==> src/rtl/reg_file_seq_pkg.sv <==
// Shared constants for the register-file sequencer: instruction field positions,
// opcodes, FSM state encodings, FunSel codes and select/enable encodings.
package reg_file_seq_pkg;

   // Instruction word layout
   localparam int unsigned InstrW  = 16;
   localparam int unsigned OpMsb   = 15;
   localparam int unsigned OpLsb   = 12;
   localparam int unsigned DstMsb  = 11;
   localparam int unsigned DstLsb  = 9;
   localparam int unsigned Src1Msb = 8;
   localparam int unsigned Src1Lsb = 6;
   localparam int unsigned Src2Msb = 5;
   localparam int unsigned Src2Lsb = 3;

   // Opcodes; anything above OpAdd is illegal
   localparam logic [3:0] OpNop = 4'd0;
   localparam logic [3:0] OpInc = 4'd1;
   localparam logic [3:0] OpDec = 4'd2;
   localparam logic [3:0] OpClr = 4'd3;
   localparam logic [3:0] OpMov = 4'd4;
   localparam logic [3:0] OpAdd = 4'd5;

   // FSM state encoding
   typedef logic [1:0] state_t;
   localparam state_t StIdle  = 2'd0;
   localparam state_t StRead  = 2'd1;
   localparam state_t StWrite = 2'd2;
   localparam state_t StDone  = 2'd3;

   // Register function codes
   localparam logic [2:0] FunDec  = 3'b000;
   localparam logic [2:0] FunInc  = 3'b001;
   localparam logic [2:0] FunLoad = 3'b010;
   localparam logic [2:0] FunClr  = 3'b011;

   // Read selects: 0-3 = R1-R4, 4-7 = S1-S4; enables are active low
   localparam logic [2:0] SelIdle = 3'b000;
   localparam logic [3:0] EnNone  = 4'b1111;

   function automatic logic op_is_illegal(input logic [3:0] op);
      return op > OpAdd;
   endfunction

endpackage

==> src/rtl/reg_file_sequencer_if.sv <==
// Instruction handshake plus register-file control bundle.
interface reg_file_sequencer_if;
   import reg_file_seq_pkg::*;

   logic              InstrValid;
   logic [InstrW-1:0] Instr;
   logic              InstrReady;
   logic              Busy;
   logic              Done;
   logic              Err;
   logic [2:0]        OutASel;
   logic [2:0]        OutBSel;
   logic [2:0]        FunSel;
   logic [3:0]        RegSel;
   logic [3:0]        ScrSel;

   modport master (
      output InstrValid, Instr,
      input  InstrReady, Busy, Done, Err, OutASel, OutBSel, FunSel, RegSel, ScrSel
   );

   modport slave (
      input  InstrValid, Instr,
      output InstrReady, Busy, Done, Err, OutASel, OutBSel, FunSel, RegSel, ScrSel
   );

endinterface

==> src/rtl/rf_enable_decode.sv <==
// Turns a 3-bit destination and a write strobe into the active-low RegSel/ScrSel
// enables. Dst 0-3 targets R1-R4, Dst 4-7 targets S1-S4; bit3 is R1/S1.
module rf_enable_decode
   import reg_file_seq_pkg::*;
(
   input  logic [2:0] dst,
   input  logic       wr_en,
   output logic [3:0] reg_sel,
   output logic [3:0] scr_sel
);

   // One enable low for the selected bank; ~dst[1:0] maps Dst 0/4 to bit 3
   always_comb begin
      reg_sel = EnNone;
      scr_sel = EnNone;
      if (wr_en) begin
         if (!dst[2]) begin
            reg_sel[~dst[1:0]] = 1'b0;
         end else begin
            scr_sel[~dst[1:0]] = 1'b0;
         end
      end
   end

endmodule

==> src/rtl/reg_file_sequencer.sv <==
// Register-file sequencer. Accepts one instruction at a time in IDLE, latches it
// into IR, then walks READ/WRITE/DONE as the opcode needs, driving the register
// file read selects, function code and write enables. Outputs are decoded from
// the state register and IR only, except that Reset masks the write enables
// combinationally so a write in flight never lands on the reset edge.
module reg_file_sequencer
   import reg_file_seq_pkg::*;
(
   input  logic                 Clock,
   input  logic                 Reset,
   reg_file_sequencer_if.slave  bus
);

   state_t            state_q, state_d;
   logic [InstrW-1:0] ir_q;
   logic              accept;
   logic [3:0]        in_op;
   logic [3:0]        ir_op;
   logic [2:0]        ir_dst;
   logic [2:0]        ir_src1;
   logic [2:0]        ir_src2;
   logic              wr_strobe;
   logic [3:0]        reg_sel;
   logic [3:0]        scr_sel;

   assign in_op   = bus.Instr[OpMsb:OpLsb];
   assign ir_op   = ir_q[OpMsb:OpLsb];
   assign ir_dst  = ir_q[DstMsb:DstLsb];
   assign ir_src1 = ir_q[Src1Msb:Src1Lsb];
   assign ir_src2 = ir_q[Src2Msb:Src2Lsb];

   // Handshake only completes in IDLE; valid elsewhere is simply ignored
   assign accept = (state_q == StIdle) && bus.InstrValid;

   // Next-state: opcode class picks the entry state, the rest is a fixed walk
   always_comb begin
      state_d = state_q;
      unique case (state_q)
         StIdle: begin
            if (accept) begin
               if (in_op == OpInc || in_op == OpDec || in_op == OpClr) begin
                  state_d = StWrite;
               end else if (in_op == OpMov || in_op == OpAdd) begin
                  state_d = StRead;
               end else begin
                  state_d = StDone;
               end
            end
         end
         StRead:  state_d = StWrite;
         StWrite: state_d = StDone;
         StDone:  state_d = StIdle;
         default: state_d = StIdle;
      endcase
   end

   // State and IR registers with synchronous reset
   always_ff @(posedge Clock) begin
      if (Reset) begin
         state_q <= StIdle;
         ir_q    <= '0;
      end else begin
         state_q <= state_d;
         if (accept) begin
            ir_q <= bus.Instr;
         end
      end
   end

   // Write strobe: WRITE with a writing opcode, masked by Reset
   assign wr_strobe = (state_q == StWrite) && !Reset && !op_is_illegal(ir_op) &&
                      (ir_op != OpNop);

   rf_enable_decode u_enable_decode (
      .dst     (ir_dst),
      .wr_en   (wr_strobe),
      .reg_sel (reg_sel),
      .scr_sel (scr_sel)
   );

   assign bus.RegSel = reg_sel;
   assign bus.ScrSel = scr_sel;

   // Moore status and datapath control decoded from state and IR
   always_comb begin
      bus.InstrReady = (state_q == StIdle);
      bus.Busy       = (state_q != StIdle);
      bus.Done       = (state_q == StDone);
      bus.Err        = (state_q == StDone) && op_is_illegal(ir_op);
      bus.OutASel    = SelIdle;
      bus.OutBSel    = SelIdle;
      bus.FunSel     = FunLoad;
      // Selects stay put across READ and WRITE so the external ALU settles
      if (state_q == StRead || state_q == StWrite) begin
         bus.OutASel = ir_src1;
         bus.OutBSel = ir_src2;
      end
      if (state_q == StWrite) begin
         unique case (ir_op)
            OpInc:   bus.FunSel = FunInc;
            OpDec:   bus.FunSel = FunDec;
            OpClr:   bus.FunSel = FunClr;
            default: bus.FunSel = FunLoad;
         endcase
      end
   end

   // At most one write enable may be low at any time
   assert property (@(posedge Clock) $countones(~{reg_sel, scr_sel}) <= 1);
   // Illegal opcodes never write
   assert property (@(posedge Clock)
      op_is_illegal(ir_op) |-> ({reg_sel, scr_sel} == {EnNone, EnNone}));

endmodule
==> src/flat_wrapper.sv <==
// flat-port wrapper written by rule: the top's interface ports become plain ports
module reg_file_sequencer_flat import reg_file_seq_pkg::*;
  (Clock, Reset, bus_InstrValid, bus_Instr, bus_InstrReady, bus_Busy, bus_Done, bus_Err, bus_OutASel, bus_OutBSel, bus_FunSel, bus_RegSel, bus_ScrSel);
  reg_file_sequencer_if bus_i ();
  input  logic Clock;
  input  logic Reset;
  input wire logic [$bits(bus_i.InstrValid)-1:0] bus_InstrValid;
  input wire logic [$bits(bus_i.Instr)-1:0] bus_Instr;
  output wire logic [$bits(bus_i.InstrReady)-1:0] bus_InstrReady;
  output wire logic [$bits(bus_i.Busy)-1:0] bus_Busy;
  output wire logic [$bits(bus_i.Done)-1:0] bus_Done;
  output wire logic [$bits(bus_i.Err)-1:0] bus_Err;
  output wire logic [$bits(bus_i.OutASel)-1:0] bus_OutASel;
  output wire logic [$bits(bus_i.OutBSel)-1:0] bus_OutBSel;
  output wire logic [$bits(bus_i.FunSel)-1:0] bus_FunSel;
  output wire logic [$bits(bus_i.RegSel)-1:0] bus_RegSel;
  output wire logic [$bits(bus_i.ScrSel)-1:0] bus_ScrSel;
  assign bus_i.InstrValid = bus_InstrValid;
  assign bus_i.Instr = bus_Instr;
  assign bus_InstrReady = bus_i.InstrReady;
  assign bus_Busy = bus_i.Busy;
  assign bus_Done = bus_i.Done;
  assign bus_Err = bus_i.Err;
  assign bus_OutASel = bus_i.OutASel;
  assign bus_OutBSel = bus_i.OutBSel;
  assign bus_FunSel = bus_i.FunSel;
  assign bus_RegSel = bus_i.RegSel;
  assign bus_ScrSel = bus_i.ScrSel;
  reg_file_sequencer u_core (.Clock(Clock), .Reset(Reset), .bus(bus_i));
endmodule
==> config.mk <==
export PLATFORM = sky130hd
export DESIGN_NAME = reg_file_sequencer_flat
export DESIGN_NICKNAME = d
export VERILOG_FILES = /design/src/rtl/reg_file_seq_pkg.sv /design/src/rtl/reg_file_sequencer_if.sv /design/src/rtl/rf_enable_decode.sv /design/src/rtl/reg_file_sequencer.sv /design/src/flat_wrapper.sv
export SDC_FILE = /design/constraint.sdc
export NUM_CORES = 1
export LEC_CHECK = 0
export ABC_AREA = 0
export BUFFER_PORTS_ARGS = -buffer_cell sky130_fd_sc_hd__buf_4
export CORE_MARGIN = 2
export CORE_UTILIZATION = 40
export CTS_CLUSTER_DIAMETER = 200
export CTS_CLUSTER_SIZE = 12
export DETAILED_ROUTE_END_ITERATION = 12
export PLACE_DENSITY = 0.71
export SETUP_SLACK_MARGIN = 0.3
export SLEW_MARGIN = 20
export SYNTH_ARGS = -nofsm -noshare
export SYNTH_HDL_FRONTEND = slang
export SYNTH_HIERARCHICAL = 1
export SYNTH_SLANG_ARGS = --single-unit
==> constraint.sdc <==
create_clock -name Clock -period 5.2 [get_ports Clock]
set_input_delay 0.52 -clock Clock [delete_from_list [all_inputs] [get_ports Clock]]
set_output_delay 0.52 -clock Clock [all_outputs]
set_load 0.005 [all_outputs]
# After elaboration in Yosys (flattened, before gate mapping)
# Cells that the tools add are included.
# totals
register_bits	18
out_inout_bits	21
elab_cells	48
inputBits	19
# classes
n_mux	14
bitwise_logic	2
n_reduce_logical	15
order_cmp	3
n_eq_ne	12
# ops
cell	n
4-bit by 2-bit == test with 1-bit output (second input constant)	4
4-bit two-way mux	4
3-bit two-way mux	3
4-bit by 1-bit == test with 1-bit output (second input constant)	2
4-bit by 3-bit == test with 1-bit output (second input constant)	2
2-bit one-hot mux with 4 select lines	1
1-bit logical AND	6
2-bit two-way mux	3
2-bit one-hot mux with 3 select lines	1
2-bit == test (second input constant)	2
4-bit by 3-bit greater-than comparator with 1-bit output (second input constant)	1
1-bit logical OR	4
4-bit inverter	1
4-bit nonzero test	1
2-bit by 3-bit < comparator with 1-bit output (second input constant)	1
1-bit demux with 2-bit select	1
2-bit by 1-bit == test with 1-bit output (second input constant)	1
2-bit by 1-bit >= comparator with 1-bit output (second input constant)	1
1-bit logical NOT	2
2-bit logical NOT	1
2-bit by 1-bit != test with 1-bit output (second input constant)	1
2-bit inverter	1
2-bit nonzero test	1
1-bit two-way mux	1

# Longest topological paths before layout
# logic_depth
depth_word	8
depth_mapped	6
mapped_depth_nobuf	5

# By module
# Netlist, hierarchy kept.
# by_module_without_submodules
module	seq_area_each_um2	area_per_inst_um2	cells_each	n_inst
reg_file_sequencer	300.3	744.5	95	1
rf_enable_decode	0.0	76.3	8	1

# Worst setup path before layout
# No wires, ideal clock.
# synth_path
path_type	input to output
startpoint	input Reset
endpoint	output bus_RegSel[3]
path_slack_ns	2.807
required_time_ns	4.680
cell_stages	3
n_path_buf	1
arrival_time_ns	1.873
path_cell_list	clkbuf_1 > nor4_1 > or4b_1
# synth_via
elab_chain_len	5
# synth_lines
item	line	rtl
start, declared	flat_wrapper.sv:6	input logic Reset;
1-bit logical NOT	reg_file_sequencer.sv:71	assign wr_strobe = (state_q == StWrite) && !Reset && !op_is_illegal(ir_op) &&
1-bit logical AND (3 in a row)	reg_file_sequencer.sv:71	
via u_core.wr_strobe	reg_file_sequencer.sv:22	logic wr_strobe;
4-bit two-way mux	rf_enable_decode.sv:16	if (wr_en) begin
end, declared	flat_wrapper.sv:16	output wire logic [$bits(bus_i.RegSel)-1:0] bus_RegSel;
# The timed path passes the listed nets, and every way through them passes these cells.

# Worst setup path in the final report
# layout_path
startpoint	register u_core.state_q[0]
endpoint	output bus_RegSel[3]
# layout_via
elab_chain_len	5
# layout_lines
item	line	rtl
start, declared	reg_file_sequencer.sv:14	state_t state_q, state_d;
start signal, assigned	reg_file_sequencer.sv:60	state_q <= StIdle;
start signal, assigned	reg_file_sequencer.sv:63	state_q <= state_d;
2-bit == test	reg_file_sequencer.sv:71	
1-bit logical AND (3 in a row)	reg_file_sequencer.sv:71	
via u_core.wr_strobe	reg_file_sequencer.sv:22	
4-bit two-way mux	rf_enable_decode.sv:16	
# The timed path passes the listed nets, and every way through them passes these cells.

==> results.py <==
metrics = {
    "detailed_routing": {
        "dr_total_vias": 807,
        "m1WireLength_um": 818,
        "postRouteWirelength_um": 1770,
        "avgViaCountPerCell": 4.92,
        "wl_per_cell_um": 10.8,
        "met2_wirelength_um": 792,
        "wl_met3_um": 154,
        "drt_iter0_drc": 11,
        "postRouteAntennaNets": 0,
        "drt_pre_antenna_iters": 4,
        "post-route-drc-count": 0,
        "route.top_layer_used": "met3",
    },
    "place": {
        "dpl.hpwl_um": 1380,
        "routabilityCongestion": 0.761,
        "io_buffer_count": 35,
        "dpl_worst_slack_ns": 2.46,
    },
    "setup_path": {
        "path_cells": "inv_1 -> ha_1 -> nand2b_1 -> nor4_2 -> or4b_1 -> buf_4",
        "critical_path.startpoint_type": "flip-flop",
        "crit_path_max_fanout": 8,
        "path_class": "reg2out",
        "critical_path.max_stage_delay_ns": 0.59,
        "crit_arrival_ns": 2.26,
        "r2r_start": "u_core/state_q[0]$_SDFFE_PP0P_",
        "crit_start": "u_core/state_q[0]$_SDFFE_PP0P_",
        "worst_ep_required_time_ns": 4.68,
        "cp-end-kind": "primary output",
        "critical_path.slowest_cell": "nor4_2",
    },
    "clocking": {
        "cts_setup_buffers": 0,
        "clkSinkCount": 15,
        "clock_insertion_delay_worst_skew_ns": 0.28,
        "cts_inserted_buffers": 3,
        "clock_transition_at_the_register_clock_pins_on_the_worst_setup_and_hold_paths_after_cts_ns": 0.09,
        "cts_max_path_buffers": 2,
        "post_cts_resized": 0,
        "tritoncts_clock_tree": "done",
        "cts_root_buffer": "clkbuf_4",
        "htreeDepth": 1,
        "post_cts_hold_buffer_count": 0,
    },
    "layout": {
        "mostFrequentLayoutCell": "buf_4",
        "flow.area_growth_from_synthesis_pct": 36.3,
        "layout.cells.most_common_list": "buf_4, nand2_1, dfxtp_1",
        "n_antenna_cell": 0,
        "layout-drive-gt1-share_pct": 32.1,
        "final_layout_net_count": 161,
    },
    "power_and_ir_drop": {
        "power_frac_clock_pct": 14.7,
        "power.sequential.fraction_pct": 37.3,
        "power_density_nw_per_um2": 396,
        "irDropWorstVdd_mv": 0.234,
        "total_leakage_power_uw": 0.000464,
        "combinationalPowerShare_pct": 48.0,
        "total_switching_power_uw": 172,
        "power_switching_share_pct": 38.9,
        "power.internal_uw": 270,
    },
    "timing": {
        "slew_viols_final": 0,
        "timing.slew.headroom_pct": 57.5,
        "layout_worst_path_cycle_share_pct": 53.5,
        "number_of_endpoints_with_negative_hold_slack_in_the_final_report": 0,
        "rsz0062_at_grt": "no",
        "timing.clock.skew_ns": 0.00170,
        "hold_slack_ns": 0.453,
        "max_freq_mhz": 359,
        "setup_slack_ns": 2.42,
        "timing.final.crit_period_ns": 2.78,
        "setup-violations-final": 0,
        "worstMarginPinSlew_ns": 0.633,
        "final.setup.tns_ns": 0,
    },
    "global_route": {
        "grt_util_all_layers_pct": 14.7,
        "largest_net_degree_at_the_start_of_global_routing": 17,
        "globalRoute.totalOverflow": 0,
        "antenna_found_initial": 0,
        "first_global_vias": 710,
        "grt_first_pass_wirelength_um": 2870,
    },
    "synth": {
        "yosys_warnings": 6,
        "synth_cell_types": 29,
        "synth_nets": 126,
        "post_synth_arst_share_pct": 0,
        "synth.yosys.seq_area_share_pct": 36.6,
        "postSynthAreaPerCell_um2": 7.97,
        "postSynthRegisterBits": 15,
        "synth_enable_flop_cells": 0,
        "syn-instance-count": 103,
        "synth_area_um2": 821,
        "ys.flop_type": "dfxtp_1",
    },
    "floorplanning": {
        "fp.coreArea_um2": 1940,
        "floorplan.initialDensity_pct": 42.3,
        "cell_rows": 16,
        "chipWidth_um": 49.3,
        "top_level_port_count": 40,
        "die_height_um": 49.3,
        "die_footprint_um2": 2430,
    },
    "run": {
        "drv.max_cap_violation_count": 0,
    },
    "hold_path": {
        "hp-start": "u_core/ir_q[5]$_SDFFE_PP0P_",
        "worstHoldPathType": "reg2reg",
    },
    "outcome": {
        "outcome": "completed",
    },
}
per-layer routing:
layer | track usage [%] | up-vias
met5 | 0 | -
met4 | 4.76 | 0
met3 | 3.68 | 0
met2 | 25.5 | 34
met1 | 17.6 | 355
li1 | - | 418
power by group through the flow:
stage	logic [uW]	registers (uW)	clock network, uW
after floorplan	145	163	0
after global placement	206	167	0
after detailed placement	211	168	0
after CTS	212	165	68.1
after global routing	239	170	74.3
final	212	165	65.2
worst paths after layout:
kind | end | slack [ns] | cells past startpoint
setup / recovery | bus_RegSel[3] | 2.42 | 6
setup reg to reg | u_core/state_q[0]$_SDFFE_PP0P_ | 3.80 | 5
hold / removal | u_core/ir_q[5]$_SDFFE_PP0P_ | 0.45 | 2
hold reg to reg | u_core/ir_q[5]$_SDFFE_PP0P_ | 0.45 | 2
flip-flops by register name, indices dropped and copies added (netlist names):
signal / count
u_core/ir_q: 13
u_core/state_q: 2
Yosys cell counts, types with 2 or more instances:
library cell  number  area (um2)
nand2_1           28         105
dfxtp_1           15         300
a21oi_1           13        65.1
and2_1             7        43.8
ha_1               4        50.1
inv_1              3        11.3
nand2b_1           3        18.8
nand4b_1           3        26.3
nand4bb_1          3        33.8
buf_2              2        10.0
nor2_1             2        7.51
nor3_1             2        10.0
nor4_1             2        12.5
cell families after synthesis:
group           Yosys count  synth area share, %
xor+xnor                  1                 1.07
other cells               1                0.457
simple gates             58                 39.5
flops                    15                 36.6
buf+inv                   8                 5.34
compound gates           16                 11.0
fa+ha+maj                 4                 6.10
metrics by stage:
step	utilization (%)	cell area, um2	std cells	power [uW]
after CTS	57.3	1110	164	445
after global placement	55.9	1080	160	373
after detailed placement	55.9	1080	160	380
final	57.6	1120	164	443
after floorplan	-	821	103	308
after global routing	57.6	1120	164	483
critical path, delay by kind of cell, from the launching register on:
kind,cells,cell delay [ns]
fa+ha+maj,1,0.20
buf+inv,2,0.26
flops,1,0.33
simple gates,3,1.20
final cells by class:
class	instances	area, um2
clock buffer	3	22.5
clock inverter	1	5.00
fill	189	823
inverter	3	11.3
multi-input combinational	80	483
sequential	15	300
tap	27	33.8
timing repair buffer	35	263
Power figures use the tool's default switching activity.
